--- src/rtl/reg_file_pkg.sv ---
// Shared definitions for the parametrised register file: operation encodings
// and the select-width helper.
package reg_file_pkg;

    typedef enum logic [1:0] {
        FS_CLR  = 2'b00,
        FS_LOAD = 2'b01,
        FS_DEC  = 2'b10,
        FS_INC  = 2'b11
    } funsel_e;

    // Ceiling log2, floored at 1 so a select port never collapses to zero width.
    function automatic int unsigned clog2(input int unsigned n);
        int unsigned r;
        r = 0;
        while ((32'd1 << r) < n) r = r + 1;
        if (r == 0) r = 1;
        return r;
    endfunction

endpackage

--- src/rtl/reg_cell.sv ---
// One register of the file plus its sticky overflow flag; applies the selected
// operation when enabled.
module reg_cell
    import reg_file_pkg::*;
#(
    parameter int unsigned W   = 8,
    parameter int unsigned SAT = 0
) (
    input  logic         clk,
    input  logic         rst,
    input  logic         en,
    input  logic [1:0]   funsel,
    input  logic [W-1:0] load,
    input  logic         ovf_clr,
    output logic [W-1:0] q,
    output logic         ovf
);

    localparam logic [W-1:0] MAX = '1;

    logic [W-1:0] q_next;
    logic         ovf_set;

    always_comb begin
        q_next  = q;
        ovf_set = 1'b0;
        case (funsel_e'(funsel))
            FS_CLR:  q_next = '0;
            FS_LOAD: q_next = load;
            FS_INC: begin
                if (q == MAX) begin
                    ovf_set = 1'b1;
                    q_next  = (SAT != 0) ? MAX : '0;
                end else begin
                    q_next = q + 1'b1;
                end
            end
            FS_DEC: begin
                if (q == '0) begin
                    ovf_set = 1'b1;
                    q_next  = (SAT != 0) ? '0 : MAX;
                end else begin
                    q_next = q - 1'b1;
                end
            end
            default: q_next = q;
        endcase
    end

    always_ff @(posedge clk) begin
        if (rst) begin
            q   <= '0;
            ovf <= 1'b0;
        end else begin
            if (en) q <= q_next;
            // A set on the same edge as a clear takes priority.
            ovf <= (ovf & ~ovf_clr) | (en & ovf_set);
        end
    end

endmodule

--- src/rtl/reg_file_param.sv ---
// Parametrised register file: NREG cells, two combinational read ports and an
// optional load-to-read bypass.
module reg_file_param
    import reg_file_pkg::*;
#(
    parameter int unsigned W      = 8,
    parameter int unsigned NREG   = 8,
    parameter int unsigned SAT    = 0,
    parameter int unsigned BYPASS = 0
) (
    input  logic                     clk,
    input  logic                     rst,
    input  logic [1:0]               funsel,
    input  logic [NREG-1:0]          regsel,
    input  logic [W-1:0]             load,
    input  logic [clog2(NREG)-1:0]   o1sel,
    input  logic [clog2(NREG)-1:0]   o2sel,
    input  logic                     ovf_clr,
    output logic [W-1:0]             o1,
    output logic [W-1:0]             o2,
    output logic [NREG-1:0]          ovf
);

    logic [W-1:0] regs [NREG];

    for (genvar i = 0; i < NREG; i++) begin : g_cell
        reg_cell #(
            .W   (W),
            .SAT (SAT)
        ) u_cell (
            .clk     (clk),
            .rst     (rst),
            .en      (regsel[i]),
            .funsel  (funsel),
            .load    (load),
            .ovf_clr (ovf_clr),
            .q       (regs[i]),
            .ovf     (ovf[i])
        );
    end

    logic is_load;
    assign is_load = (funsel == FS_LOAD);

    // Only loads are forwarded; arithmetic results appear after the edge.
    always_comb begin
        o1 = regs[o1sel];
        o2 = regs[o2sel];
        if (BYPASS != 0) begin
            if (is_load && regsel[o1sel]) o1 = load;
            if (is_load && regsel[o2sel]) o2 = load;
        end
    end

endmodule

--- config.mk ---
export PLATFORM = sky130hd
export DESIGN_NAME = reg_file_param
export DESIGN_NICKNAME = d
export VERILOG_FILES = /design/src/rtl/reg_file_pkg.sv /design/src/rtl/reg_cell.sv /design/src/rtl/reg_file_param.sv
export SDC_FILE = /design/constraint.sdc
export NUM_CORES = 1
export LEC_CHECK = 0
export ABC_AREA = 1
export CAP_MARGIN = 20
export CELL_PAD_IN_SITES_DETAIL_PLACEMENT = 1
export CELL_PAD_IN_SITES_GLOBAL_PLACEMENT = 2
export CORE_ASPECT_RATIO = 1.1
export CORE_MARGIN = 3
export CORE_UTILIZATION = 28
export DETAILED_ROUTE_END_ITERATION = 8
export PLACE_DENSITY = 0.84
export SYNTH_ARGS = -nofsm -noshare
export SYNTH_HDL_FRONTEND = slang
export SYNTH_SLANG_ARGS = --single-unit
--- constraint.sdc ---
create_clock -name clk -period 1.4 [get_ports clk]
set_input_delay 0.21 -clock clk [delete_from_list [all_inputs] [get_ports clk]]
set_output_delay 0.21 -clock clk [all_outputs]
set_load 0.1 [all_outputs]
# Word level (Yosys, flattened, before mapping)
# Cells that the tools add are included.
# word_totals
reg_bits	72
inputBits	27
wordCells	135
# op_classes
n_lt_le_gt_ge	2
n_mux	54
reduce_logical	9
bitwise	27
n_addsub	16
eq_ne	11
# ops
operator	count
case mux 8 bit (4 select lines)	8
two-way mux 8 bit	20
adder 8 x 1 -> 8 bit (second input constant)	8
== test 8 bit (second input constant)	8
zero test 8 bit	8
subtractor 8 x 1 -> 8 bit (second input constant)	8
binary-select mux 8 bit (select 3 bit)	2
AND 1 bit	16
two-way mux 1 bit	16
case mux 1 bit (2 select lines)	8
>= comparator 4 bit (second input constant)	2
NOT 3 -> 4 bit	2
bitwise OR 1 bit	8
== test 2 bit (second input constant)	2
== test 2 x 1 -> 1 bit (second input constant)	1
zero test 2 bit	1
NOT 1 bit	1

# Longest topological paths before layout
# logic_depth
depth_word	5
depth_mapped	11
depth_no_buf	11

# Cells and area by module
# A second synthesis with hierarchy kept.
# unflattened
cells_unflattened	1556
hier_area_um2	8414.3
# by_module_without_submodules
mod	area_per_inst_um2	cells_per_inst	n_inst
reg_cell	855.8	149	8
reg_file_param	1567.8	364	1

# Worst setup path before layout
# No wires, ideal clock.
# synth_timing
path_kind	input port to output port
from	input port o1sel[1]
to	output port o1[5]
arrival_ns	2.435
stages	5
required_time_ns	1.190
path_slack_ns	-1.245
path_cell_list	buf_2 inv_1 buf_1 a221oi_1 a31oi_1
# synth_between
elab_chain_cells	4
# synth_lines
element	line	text
from (decl)	reg_file_param.sv:16	input logic [clog2(NREG)-1:0] o1sel,
NOT 3 -> 4 bit (not written as such)	reg_file_param.sv:47	o1 = regs[o1sel];
binary-select mux 8 bit (select 3 bit)	reg_file_param.sv:47	
two-way mux 8 bit (not written as such) (2 in series)	reg_file_param.sv:47	
to (decl)	reg_file_param.sv:19	output logic [W-1:0] o1,
# Every way passes these cells. The select of a mux whose other input is x is not followed.

# Worst setup path after layout
# layout_timing
from	register g_cell[1].u_cell.q[3]
to	output port o1[3]
# layout_between
elab_chain_cells	3
# layout_lines
element	line	text
from (decl)	reg_cell.sv:15	output logic [W-1:0] q,
from (signal assigned)	reg_cell.sv:55	if (en) q <= q_next;
binary-select mux 8 bit (select 3 bit)	reg_file_param.sv:47	
two-way mux 8 bit (not written as such) (2 in series)	reg_file_param.sv:47	
# Every way passes these cells. The select of a mux whose other input is x is not followed.

==> flow_metrics.env <==
export IMPL_crit_path_end_kind="output pin"
export IMPL_min_period_ns=1.831
export IMPL_viasPerCell=5.745
export IMPL_final_cell_area_mm2=0.01406
export IMPL_leakage_nw=6.081
export IMPL_post_place_ws_ns=-0.6989
export IMPL_dpl_cell_area_mm2=0.01057
export IMPL_fin_crit_sh_pct=130.8
export IMPL_path_delay_family="compound AO/OA/AOI/OAI gates"
export IMPL_clock_sinks=72
export IMPL_drt_initial_drc_count=837
export IMPL_grt_max_degree=73
export IMPL_async_flop_share_pct=0
export IMPL_cts_htree_levels=3
export IMPL_slew_violations=0
export IMPL_grt_use_total_pct=27.35
export IMPL_fin_ws_ns=-0.4306
export IMPL_worst_hold_path_type="primary input to flop"
export IMPL_io_buffers=50
export IMPL_drtAntennaViolNets=0
export IMPL_critical_path_max_stage_delay_ns=0.36
export IMPL_synth_ff_type="dfxtp_1"
export IMPL_p_per_area_mw_per_mm2=815.2
export IMPL_dieArea_mm2=0.02823
export IMPL_hold_viol=0
export IMPL_max_freq_mhz=546.3
export IMPL_yosysSeqAreaShare_pct=19.62
export IMPL_p_int_mw=6.458
export IMPL_fin_hold_ws_ns=0.3806
export IMPL_rsz0062_at_grt="true"
export IMPL_syn_inst=1316
export IMPL_arrival_ns=1.62
export IMPL_hpwl_um=27020
export IMPL_core_area_mm2=0.02557
export IMPL_switching_share_pct=43.65
export IMPL_die_w_um=160.5
export IMPL_p_seq_share_pct=21.2
export IMPL_gp_congestion=0.9578
export IMPL_numCtsBuffers=9
export IMPL_clk_latency_ns=0.37
export IMPL_synth_area_mm2=0.007348
export IMPL_slowest_stage="dfxtp_4"
export IMPL_totalWireLength_um=48190
export IMPL_drc=0
export IMPL_synth_seq_cells=72
export IMPL_fp_row_count=61
export IMPL_clk_path_buf_depth=2
export IMPL_overflow=0
export IMPL_syn_nets=1366
export IMPL_tightestPinTransition_ns=0.4936
export IMPL_cts_tree="done"
export IMPL_crit_path_cell_trace="inv_2 > a21oi_1 > o21ai_1 > a31oi_4 > buf_12"
export IMPL_crit_required_ns=1.19
export IMPL_synth_area_leader_cell="nand2_1"
export IMPL_synth_area_top_cells="nand2_1, dfxtp_1, a21oi_1, nand3_1, o21ai_0"
export IMPL_cts_root_buf="clkbuf_16"
export IMPL_setup_worst_path_start_class="flop"
export IMPL_start_util_pct=28.74
export IMPL_relSlewSlack_pct=67.09
export IMPL_die_y_um=175.9
export IMPL_yosys_warnings=0
export IMPL_setup_viol=79
export IMPL_drive_gt1_share_pct=56.91
export IMPL_dr_pass1_iters=5
export IMPL_p_sw_mw=5.002
export IMPL_yosysUniqueCellTypes=38
export IMPL_pwr_share_comb_pct=52.6
export IMPL_violations="negative setup slack"
export IMPL_synthToLayoutAreaGrowth_pct=91.30
export IMPL_clkPwrFrac_pct=26.2
export IMPL_critical_path_class="flop to output pin"
export IMPL_ioPinCount=51
export IMPL_cap_violations=0
export IMPL_antenna_found_initial=0
export IMPL_vias=11334
export IMPL_nNetsFinal=1672
export IMPL_path_max_fanout=5
export IMPL_fin_total_pwr_mw=11.46
export IMPL_avgSynthCellArea_um2=5.584
export IMPL_grt_pass1_wl_um=60930
export IMPL_status="complete, but fails checks"
export IMPL_fin_skew_ns=0.01077
export IMPL_synth_edf_count=0
export IMPL_clk_pin_slew_worst_paths_ns=0.07
export IMPL_synth_top_area_share_pct=20.43
export IMPL_peakVddDrop_mv=0.5529
export IMPL_avgRoutedWirePerCell_um=24.43
export IMPL_grt_pass1_vias=11099
export IMPL_diodes=0
export IMPL_path_buf_inv=2
-- tightest hold or removal path, stage by stage --
cell,delay (ns)
buf_2,0.12
buf_12,0.24
a21oi_2,0.14
-- power by group through the flow --
stage / clock network [mW] / registers [mW] / logic, mW
2_1_floorplan: 0 / 2.36 / 2.59
3_3_place_gp: 0 / 2.41 / 4.17
3_5_place_dp: 0 / 2.42 / 4.25
4_1_cts: 2.95 / 2.41 / 4.88
5_1_grt: 3.08 / 2.45 / 6.32
6_report: 3.00 / 2.43 / 6.02
-- flip-flops by register name, indices dropped and copies added (netlist names) --
name               flops
g_cell.u_cell.q       64
g_cell.u_cell.ovf      8
-- area by class of cell --
type                       count  area [um^2]
inverter                     141        703.2
multi-input combinational   1024         7331
clock buffer                  11        252.7
timing repair buffer         373         3640
timing repair inverter         1        6.256
fill                        3078        11510
tap                          346        432.9
sequential                    72         1589
clock inverter                 5        102.6
-- stage by stage --
| step | cells | util [%] | setup TNS (ns) |
|---|---|---|---|
| 5_1_grt | 1973 | 54.98 | -18.22 |
| 4_1_cts | 1947 | 48.68 | -8.201 |
| 6_report | 1973 | 54.98 | -13.43 |
| 3_3_place_gp | 1877 | 41.36 | -38.66 |
| 2_1_floorplan | 1316 | - | -1.783 |
| 3_5_place_dp | 1877 | 41.36 | -41.03 |
-- logic make-up (layout without fill, tap and decap cells) --
kind of cell               after synthesis  count (layout)  share of synthesized area, %
DFF                                     72              72                         19.62
buffers and inverters                  220             531                         13.11
AOI/OAI and AO/OA                      300             300                         22.29
and+or+nand+nor                        693             693                         40.12
xor gates and xnor gates                 8               8                        0.9536
adders and majority gates               23              23                         3.916
-- synthesized netlist by cell type (4+ instances only) --
cell type / count
nor2_1: 102
o21ai_0: 98
buf_4: 14
or2_2: 4
o211ai_1: 11
nand3_1: 141
dfxtp_1: 72
buf_6: 6
o31ai_1: 4
inv_2: 17
a31oi_1: 17
a221oi_1: 16
nor2_2: 8
inv_1: 123
buf_1: 6
buf_2: 27
nand2_2: 6
ha_1: 23
xor2_1: 7
o21ai_1: 7
nand4_1: 20
nand2_1: 400
a21oi_1: 142
clkbuf_1: 23
-- routing by layer --
layer  global-route usage, %  routed length (um)  part of all wire [%]
met5                       0                   0                     0
met4                   12.62                3879                   8.0
met1                   31.22               17490                    36
met3                   5.519                2839                   5.9
met2                   48.89               23980                    50
-- timing repair --
action	4_1_cts	5_1_grt
setup endpoints to repair	88	85
hold buffers	0	0
pin swaps	98	177
resized for setup	385	390
gates cloned	3	0
buffers inserted	53	36
-- path summary, 6_finish.rpt --
| path | cells past startpoint | start | slack (ns) | to |
|---|---|---|---|---|
| worst max register to register | 12 | g_cell[4].u_cell.q[1]$_SDFFE_PP0P_ | -0.25 | g_cell[4].u_cell.q[6]$_SDFFE_PP0P_ |
| worst min-delay path | 3 | rst | 0.38 | g_cell[1].u_cell.q[4]$_SDFFE_PP0P_ |
| worst max-delay path | 5 | g_cell[1].u_cell.q[3]$_SDFFE_PP0P_ | -0.43 | o1[3] |
| worst min register to register | 2 | g_cell[4].u_cell.ovf$_SDFF_PP0_ | 0.50 | g_cell[4].u_cell.ovf$_SDFF_PP0_ |
-- cell usage in the layout, fill, tap and decap left out, types with 25 or more instances in the layout --
cell / count
inv_2: 45
o21ai_2: 44
a21oi_1: 63
nand2_1: 316
inv_1: 51
o21ai_1: 36
buf_12: 44
buf_4: 243
inv_4: 33
nor2_4: 33
nand3_1: 89
nand2_2: 66
dfxtp_4: 29
nor2_1: 54
nand2_4: 25
dfxtp_2: 31
nor2_2: 26
a21oi_2: 65
buf_6: 57
nand3_2: 50
Note: power is estimated with default switching activity, not from simulation.
